File: src/rtl/seg_scan_display.sv
// ---------------------------------------------------------------------------
// seg_scan_display
//
// Multiplexed multi-digit seven-segment driver. A binary value is captured on
// a load strobe and converted to BCD one bit per cycle (shift-add-3). When the
// conversion finishes, the result is copied into the display register in a
// single step, so a half-converted number never reaches the digits. The
// digits are then scanned one at a time, each held for REFRESH_CYCLES clocks.
// Optional leading-zero blanking and an overflow dash pattern are supported.
//
// Ports:
//   clk      - system clock, all logic on the rising edge
//   rst_n    - synchronous active-low reset
//   en       - display enable; 0 blanks every digit and parks the scan
//   value    - unsigned binary value to display (VALUE_WIDTH bits)
//   load     - single-cycle strobe: capture value and start a conversion
//   blank_lz - 1 suppresses leading zeros (digit 0 is always shown)
//   an       - digit anode enables (NUM_DIGITS bits)
//   seg      - segments {g,f,e,d,c,b,a}, bit 0 = a
//   busy     - conversion in progress
//   overflow - the last loaded value was >= 10**NUM_DIGITS
// ---------------------------------------------------------------------------
module seg_scan_display #(
    parameter int NUM_DIGITS     = 4,
    parameter int VALUE_WIDTH    = 14,
    parameter int REFRESH_CYCLES = 100000,
    parameter int ACTIVE_LOW     = 1
) (
    input  logic                   clk,
    input  logic                   rst_n,
    input  logic                   en,
    input  logic [VALUE_WIDTH-1:0] value,
    input  logic                   load,
    input  logic                   blank_lz,
    output logic [NUM_DIGITS-1:0]  an,
    output logic [6:0]             seg,
    output logic                   busy,
    output logic                   overflow
);

    // Number of decimal digits needed for the largest VALUE_WIDTH-bit value.
    function automatic int calcBcdDigits(input int w);
        longint m;
        int     d;
        m = (longint'(1) << w) - 1;
        d = 1;
        while (m >= 10) begin
            m = m / 10;
            d = d + 1;
        end
        return d;
    endfunction

    function automatic longint pow10(input int n);
        longint p;
        p = 1;
        for (int i = 0; i < n; i++) begin
            p = p * 10;
        end
        return p;
    endfunction

    localparam int BCD_DIGITS = calcBcdDigits(VALUE_WIDTH);
    localparam int BCD_W      = 4 * BCD_DIGITS;
    localparam int SR_W       = BCD_W + VALUE_WIDTH;
    localparam int DISP_W     = 4 * NUM_DIGITS;
    localparam int PAD_W      = (BCD_W > DISP_W) ? BCD_W : DISP_W;
    localparam int CNT_W      = $clog2(VALUE_WIDTH + 1);
    localparam int REF_W      = $clog2(REFRESH_CYCLES);
    localparam int IDX_W      = (NUM_DIGITS > 1) ? $clog2(NUM_DIGITS) : 1;

    localparam logic [63:0]      OVF_LIMIT = 64'(pow10(NUM_DIGITS));
    localparam logic [CNT_W-1:0] CNT_LAST  = CNT_W'(VALUE_WIDTH);
    localparam logic [REF_W-1:0] REF_LAST  = REF_W'(REFRESH_CYCLES - 1);
    localparam logic [IDX_W-1:0] IDX_LAST  = IDX_W'(NUM_DIGITS - 1);

    // Internal segment patterns are always 0 = lit; polarity is applied last.
    localparam logic [6:0] SEG_BLANK = 7'b1111111;
    localparam logic [6:0] SEG_DASH  = 7'b0111111;

    localparam logic [NUM_DIGITS-1:0] AN_OFF  = {NUM_DIGITS{ACTIVE_LOW != 0}};
    localparam logic [6:0]            SEG_OFF = {7{ACTIVE_LOW != 0}};

    typedef enum logic [1:0] {
        S_IDLE,
        S_START,
        S_CONVERT
    } state_t;

    state_t                 state_q, state_d;
    logic [SR_W-1:0]        sr_q, sr_d;
    logic [CNT_W-1:0]       cnt_q, cnt_d;
    logic                   ovfPend_q, ovfPend_d;
    logic                   ovf_q, ovf_d;
    logic [DISP_W-1:0]      disp_q, disp_d;
    logic [REF_W-1:0]       refCnt_q, refCnt_d;
    logic [IDX_W-1:0]       idx_q, idx_d;
    logic [NUM_DIGITS-1:0]  an_q, an_d;
    logic [6:0]             seg_q, seg_d;
    logic [PAD_W-1:0]       bcdPadded;

    // One double-dabble iteration on the combined {bcd, binary} register:
    // correct every BCD nibble that would exceed 9 after doubling, then shift.
    function automatic logic [SR_W-1:0] shiftAdd3(input logic [SR_W-1:0] sr);
        logic [SR_W-1:0] t;
        t = sr;
        for (int d = 0; d < BCD_DIGITS; d++) begin
            if (t[VALUE_WIDTH + 4*d +: 4] >= 4'd5) begin
                t[VALUE_WIDTH + 4*d +: 4] = t[VALUE_WIDTH + 4*d +: 4] + 4'd3;
            end
        end
        return {t[SR_W-2:0], 1'b0};
    endfunction

    function automatic logic [6:0] decodeDigit(input logic [3:0] d);
        logic [6:0] s;
        case (d)
            4'd0:    s = 7'b1000000;
            4'd1:    s = 7'b1111001;
            4'd2:    s = 7'b0100100;
            4'd3:    s = 7'b0110000;
            4'd4:    s = 7'b0011001;
            4'd5:    s = 7'b0010010;
            4'd6:    s = 7'b0000010;
            4'd7:    s = 7'b1111000;
            4'd8:    s = 7'b0000000;
            4'd9:    s = 7'b0010000;
            default: s = SEG_DASH;
        endcase
        return s;
    endfunction

    // All state lives here; reset aborts any conversion and drops its result.
    always_ff @(posedge clk) begin
        if (!rst_n) begin
            state_q   <= S_IDLE;
            sr_q      <= '0;
            cnt_q     <= '0;
            ovfPend_q <= 1'b0;
            ovf_q     <= 1'b0;
            disp_q    <= '0;
            refCnt_q  <= '0;
            idx_q     <= '0;
            an_q      <= AN_OFF;
            seg_q     <= SEG_OFF;
        end else begin
            state_q   <= state_d;
            sr_q      <= sr_d;
            cnt_q     <= cnt_d;
            ovfPend_q <= ovfPend_d;
            ovf_q     <= ovf_d;
            disp_q    <= disp_d;
            refCnt_q  <= refCnt_d;
            idx_q     <= idx_d;
            an_q      <= an_d;
            seg_q     <= seg_d;
        end
    end

    // Conversion FSM. START is the cycle right after capture; busy is only
    // reported in CONVERT so it spans exactly VALUE_WIDTH cycles. A load seen
    // in START (busy still low) simply recaptures.
    always_comb begin
        state_d   = state_q;
        sr_d      = sr_q;
        cnt_d     = cnt_q;
        ovfPend_d = ovfPend_q;
        ovf_d     = ovf_q;
        disp_d    = disp_q;
        bcdPadded = PAD_W'(sr_q[SR_W-1 -: BCD_W]);
        case (state_q)
            S_IDLE, S_START: begin
                if (load) begin
                    sr_d      = SR_W'(value);
                    cnt_d     = '0;
                    ovfPend_d = (64'(value) >= OVF_LIMIT);
                    state_d   = S_START;
                end else if (state_q == S_START) begin
                    sr_d    = shiftAdd3(sr_q);
                    cnt_d   = CNT_W'(1);
                    state_d = S_CONVERT;
                end
            end
            S_CONVERT: begin
                if (cnt_q == CNT_LAST) begin
                    disp_d  = bcdPadded[DISP_W-1:0];
                    ovf_d   = ovfPend_q;
                    state_d = S_IDLE;
                end else begin
                    sr_d  = shiftAdd3(sr_q);
                    cnt_d = cnt_q + CNT_W'(1);
                end
            end
            default: state_d = S_IDLE;
        endcase
    end

    // Refresh counter and digit index; parked at zero while the display is off
    // so re-enabling always starts with a full slot on digit 0.
    always_comb begin
        refCnt_d = refCnt_q;
        idx_d    = idx_q;
        if (!en) begin
            refCnt_d = '0;
            idx_d    = '0;
        end else if (refCnt_q == REF_LAST) begin
            refCnt_d = '0;
            idx_d    = (idx_q == IDX_LAST) ? '0 : idx_q + IDX_W'(1);
        end else begin
            refCnt_d = refCnt_q + REF_W'(1);
        end
    end

    // Next anode/segment pattern for the current slot. zeroRun walks down from
    // the most significant digit, so it is still set at digit k only when k
    // and every digit above it are zero.
    always_comb begin
        logic [NUM_DIGITS-1:0] anHigh;
        logic [6:0]            segLow;
        logic [3:0]            digitVal;
        logic                  curBlank;
        logic                  zeroRun;
        anHigh   = '0;
        segLow   = SEG_BLANK;
        digitVal = '0;
        curBlank = 1'b0;
        zeroRun  = 1'b1;
        for (int k = NUM_DIGITS - 1; k >= 0; k--) begin
            zeroRun = zeroRun & (disp_q[4*k +: 4] == 4'd0);
            if (idx_q == IDX_W'(k)) begin
                digitVal  = disp_q[4*k +: 4];
                curBlank  = zeroRun && (k != 0);
                anHigh[k] = 1'b1;
            end
        end
        if (!en) begin
            anHigh = '0;
            segLow = SEG_BLANK;
        end else if (ovf_q) begin
            segLow = SEG_DASH;
        end else if (blank_lz && curBlank) begin
            anHigh = '0;
            segLow = SEG_BLANK;
        end else begin
            segLow = decodeDigit(digitVal);
        end
        if (ACTIVE_LOW != 0) begin
            an_d  = ~anHigh;
            seg_d = segLow;
        end else begin
            an_d  = anHigh;
            seg_d = ~segLow;
        end
    end

    assign an       = an_q;
    assign seg      = seg_q;
    assign busy     = (state_q == S_CONVERT);
    assign overflow = ovf_q;

endmodule

File: config.mk
export PLATFORM = sky130hd
export DESIGN_NAME = seg_scan_display
export DESIGN_NICKNAME = d
export VERILOG_FILES = /design/src/rtl/seg_scan_display.sv
export SDC_FILE = /design/constraint.sdc
export NUM_CORES = 1
export LEC_CHECK = 0
export ABC_AREA = 1
export CAP_MARGIN = 20
export CORE_MARGIN = 3
export CORE_UTILIZATION = 48
export DETAILED_ROUTE_END_ITERATION = 12
export GPL_TIMING_DRIVEN = 0
export PLACE_DENSITY_LB_ADDON = 0.08
export REMOVE_ABC_BUFFERS = 1
export SLEW_MARGIN = 40
export SYNTH_ARGS = -nofsm -noshare
export SYNTH_HDL_FRONTEND = slang
export SYNTH_SLANG_ARGS = --single-unit
File: constraint.sdc
create_clock -name clk -period 5.3 [get_ports clk]
set_input_delay 1.59 -clock clk [delete_from_list [all_inputs] [get_ports clk]]
set_output_delay 1.59 -clock clk [all_outputs]
set_load 0.02 [all_outputs]
* After elaboration in Yosys (flattened, before gate mapping) *
Memory sizes are Yosys's and may differ from the RTL's.
Index checks and enable logic that the tools add are counted.

word-level totals
  RAM bits = 0
  memories = 1
  word-level logic and storage cells = 91
  output and inout port bits = 13
  bits in latches = 0
  ROM bits = 112
  bits in registers = 88
  input bits = 19

operators by class
  divide/modulo/power cells = 0
  equal/unequal tests = 10
  bitwise gates (word level) = 5
  $add $sub $neg = 8
  multiply operators = 0
  shifts and indexed selects = 0
  reduce and logical (&&, ||, !) cells = 15
  mux-type cells = 35
  magnitude comparators = 6

memories
  memory            words  bits a word  read ports  clocked after Yosys merged registers in  write ports  RTL line  text
  (name not given)  16     7            1           0                                        0            117       case (d)

operators with widths
  operator                                             number
  2-to-1 mux 34 bit                                    3
  one-hot mux 34 bit (2 select lines)                  1
  2-to-1 mux 4 bit                                     14
  >= comparator 4 x 3 -> 1 bit, second input constant  5
  adder 17 x 1 -> 17 bit, second input constant        1
  equality test 17 bit, second input constant          1
  adder 4 x 2 -> 4 bit, second input constant          4
  >= comparator 14 bit, second input constant          1
  2-to-1 mux 7 bit                                     2
  zero test 4 bit                                      3
  2-to-1 mux 1 bit                                     8
  2-to-1 mux 2 bit                                     4
  one-hot mux 4 bit (2 select lines)                   1
  AND reduction 2 bit                                  4
  equality test 2 bit, second input constant           3
  adder 4 x 1 -> 4 bit, second input constant          1
  equality test 2 x 1 -> 1 bit, second input constant  2
  equality test 4 bit, second input constant           1
  zero test 2 bit                                      2
  inverter 4 bit                                       1
  one-hot mux 2 bit (2 select lines)                   1
  OR reduction 4 bit                                   1
  adder 3 x 2 -> 3 bit, second input constant          1
  2-to-1 mux 3 bit                                     1
  11 further kinds                                     13

* Depth between registers and ports, before layout *
  depth after elaboration = 10
  depth in mapped cells = 14
  mapped depth without buffers = 14

* Least setup slack after synthesis *
Ideal clock, no wire load.

  kind = input to register
  start point = input port load
  end point = register sr_q[10]
  setup slack = 2.879 ns
  data required time = 5.164 ns
  library setup time = 0.136 ns
  buffers on the path = 1
  arrival = 2.285 ns
  stages on the path = 6
  path through = inv_1 -> nor2_2 -> inv_2 -> buf_2 -> nand2_1 -> a31oi_1

between the ends
  longest elaborated chain between the ends = 2

ends and longest elaborated chain
  item                                                                                         RTL line  text
  start, declared                                                                              33        input logic load,
  != test 3 bit (no line) / 2-to-1 mux 34 bit (equally long branches)                          --
  AND reduction 3 bit (no line) / one-hot mux 34 bit (2 select lines) (equally long branches)  --
  end signal, assigned                                                                         148       sr_q <= sr_d;
  end, declared                                                                                91        logic [SR_W-1:0] sr_q, sr_d;

Several ways; a longest one is shown, not always the timed one.
A chain may end at the register's enable or synchronous reset.

* Worst setup path after layout *
  start point = register state_q[1]
  end point = output port busy

between the ends
  longest elaborated chain between the ends = 1

ends and longest elaborated chain
  item                    RTL line  text
  start, declared         90        state_t state_q, state_d;
  start signal, assigned  147       state_q <= state_d;
  equality test 2 bit     258       assign busy = (state_q == S_CONVERT);
  end, declared           37        output logic busy,

Every way passes these cells.

==> impl_summary.txt <==
----------------------------------------------------
[STA]
  Clock skew after layout ... 0.00596 ns
  Unrepaired setup endpoints after global routing ... false
  Final max-slew violation count ... 0
  Endpoints failing setup ... 0
  Hold Fails Final Rpt ... 0
  Final worst path period share ... 59.0%
  Max-slew headroom at the worst pin ... 52.2%
  Post-route minimum period ... 3.13 ns
  Setup TNS ... 0 ns
  Highest achievable clock rate ... 320 MHz
  Worst setup margin ... 2.17 ns
  Slew at the pin closest to its max-slew limit ... 0.717 ns

[Floorplan]
  Die Wd ... 98.1 um
  Starting Density ... 51.1%
  Y dimension of the die ... 98.1 um
  Ports placed on the boundary ... 32
  Num rows ... 32
  Core region area ... 0.00797 mm2
  Die outline area ... 0.00963 mm2

[Synthesis]
  Synthesized area ... 0.00407 mm2
  Primary flip-flop cell chosen by synthesis mapping ... sky130_fd_sc_hd__dfxtp_1
  Mean area per synthesized cell ... 7.26 um2
  Number of enable flip-flop cells after synthesis ... 0
  Share of synthesized registers carrying an async set or reset ... 0%
  Post-synthesis register bit count ... 84
  Area leader, netlist ... sky130_fd_sc_hd__dfxtp_1
  Ranking of synthesized cells by area ... sky130_fd_sc_hd__dfxtp_1, sky130_fd_sc_hd__nand2_1, sky130_fd_sc_hd__a21oi_1
  Area share of the leading cell type in the synthesized netlist ... 41.3%
  Synth warnings ... 0
  Post-synthesis cell count ... 561
  Sequential fraction of the synthesis area ... 41.3%
  Count leader, synth ... sky130_fd_sc_hd__nand2_1
  Top cells by instance count after synthesis ... sky130_fd_sc_hd__nand2_1, sky130_fd_sc_hd__dfxtp_1, sky130_fd_sc_hd__inv_1
  Count of cell types in the netlist ... 32

[Placed design]
  Post-Place Worst Slack ... 1.80 ns
  Quantity of I/O buffers inserted on ports ... 31
  Estimated wirelength of the detail-placed design ... 5.90 mm
  Final weighted congestion in routability-driven placement ... 0.955

[Route]
  DRC violations left ... 0
  Post-DRT Antenna Nets ... 0
  Number of DRC markers after the initial detailed-route iteration ... 163
  Vias ... 3583
  Wirelength, routed ... 8.20 mm
  Via-per-instance ratio ... 5.17
  Routed WL per cell ... 11.8 um
  Initial DRT Pass Iterations ... 4

[Global routing]
  Number of antenna violations at the first check in global routing ... 0
  Via count of the first global-routing pass ... 3274
  Sum of overflow across all layers after global routing ... 0
  Global-route wire length before repair ... 14.2 mm
  Overall Global Routing Usage ... 17.6%
  Maximum number of pins on one net before global-route repair ... 36

[Run status]
  Status ... finished, final reports clean

[Finish]
  Antenna diode count ... 0
  Share of cells above drive strength 1 ... 5.92%
  Net total in the final layout ... 625
  Area growth from synthesis to final layout ... 13.5%

[Critical path]
  Critical path class ... reg2out
  Required time at the worst-slack endpoint ... 3.71 ns
  Buffers & Inverters on Critical Path ... 2
  Worst-case register-to-register setup slack ... 3.11 ns
  Crit Reg-Reg Startpoint ... cnt_q[0]
  Dominant delay contributor by cell family on the critical path ... buffers and inverters
  Signal arrival time at the worst endpoint ... 1.54 ns
  Reg2reg path depth ... 9
  Highest cell delay on the worst timing path ... 0.63 ns
  Setup crit end kind ... output pin
  Ordered cell list for the critical path ... inv_2 > nor2_4 > clkdlybuf4s50_1
  Highest net fanout along the worst path ... 4
  Launch point of the worst path ... state_q[1]
  Crit-path slowest cell ... sky130_fd_sc_hd__clkdlybuf4s50_1
  CP startpoint kind ... register
  Worst path depth ... 3

[CTS]
  Number of CTS-inserted buffers ... 9
  Count of H-tree levels built during CTS ... 3
  Clock latency at the later pin of the worst-skew pair ... 0.36 ns
  Number of hold-repair buffers added at the cts stage ... 0
  TritonCTS clock tree ... done
  Clock edge transition at the registers on the reported setup and hold paths ... 0.08 ns
  Longest Clk Path Bufs ... 2
  Total clock sinks ... 84
  Post CTS Setup Buffer Count ... 0
  Root buffer cell ... sky130_fd_sc_hd__clkbuf_8
  Count of instances resized after the clock tree is built ... 0

[Worst hold path]
  Critical hold path startpoint ... refCnt_q[0]
  Hold Crit Class ... reg2reg
  Cell count of the worst hold path ... 1

[Pwr]
  Power density normalized to cell area ... 266 mW/mm2
  Total leakage power ... 1.85 nW
  Max rail drop VDD ... 168 uV

[Run]
  Number of max-cap violations ... 0

----------------------------------------------------
==> layout by cell type, fill, tap and decap left out, types with 11 or more instances in the layout <==
cell	count
sky130_fd_sc_hd__clkbuf_8	11
sky130_fd_sc_hd__inv_1	56
sky130_fd_sc_hd__o21ai_0	41
sky130_fd_sc_hd__dfxtp_1	84
sky130_fd_sc_hd__clkdlybuf4s50_1	30
sky130_fd_sc_hd__a21oi_1	54
sky130_fd_sc_hd__nand2_1	118
sky130_fd_sc_hd__a31oi_1	14
sky130_fd_sc_hd__ha_1	20
sky130_fd_sc_hd__nand3_1	40
sky130_fd_sc_hd__nor3_1	16
sky130_fd_sc_hd__nor2_1	51
==> stage by stage <==
stage	instance area [um2]	hold WS, ns	cells	util, %	power [mW]
CTS	4620	0.458	693	58.0	1.25
floorplan	3980	0.418	544	-	0.733
finish	4620	0.461	693	58.0	1.23
global route	4620	0.469	693	58.0	1.29
global placement	4420	0.433	677	55.4	0.774
detailed placement	4410	0.446	677	55.4	0.775
==> layout make-up <==
class                           count  area [um2]
Inverter                           63         236
Clock inverter                      5        60.1
Sequential cell                    84        1680
Multi-Input combinational cell    397        2060
Timing Repair Buffer               31         305
Clock buffer                       11         151
Tap cell                          102         128
Fill cell                         793        3350
==> where the power goes <==
group / internal (mW) / switching, mW
sequential: 0.650 / 0.0104
combinational: 0.0373 / 0.0622
clock: 0.244 / 0.227
total: 0.932 / 0.300
==> flip-flops by register name (all words and copies together) (netlist names), 2 cells and up <==
name / cells
sr_q: 30
cnt_q: 4
state_q: 2
refCnt_q: 17
an: 4
idx_q: 2
seg: 7
disp_q: 16
==> final timing paths <==
| kind | end |
|---|---|
| setup / recovery | busy |
| hold / removal | refCnt_q[0] |
| setup reg to reg | sr_q[22] |
| hold reg to reg | refCnt_q[0] |
==> per-layer routing <==
layer	track usage (%)	up-vias	wire length (um)
met5	0	-	0
met1	22.6	1630	4090
met2	28.6	51	3720
met4	5.22	0	76
met3	5.00	10	319
li1	-	1892	-
==> cells by family after synthesis <==
| group | count (synthesis) | synth area share, % |
|---|---|---|
| flip-flops | 84 | 41.3 |
| AND/OR/NAND/NOR | 250 | 26.9 |
| adder cells (fa/ha/maj) | 20 | 6.14 |
| XOR/XNOR | 12 | 2.58 |
| AO/OA/AOI/OAI | 115 | 15.0 |
| buffers and inverters | 80 | 8.14 |
Power figures use the tool's default switching activity.
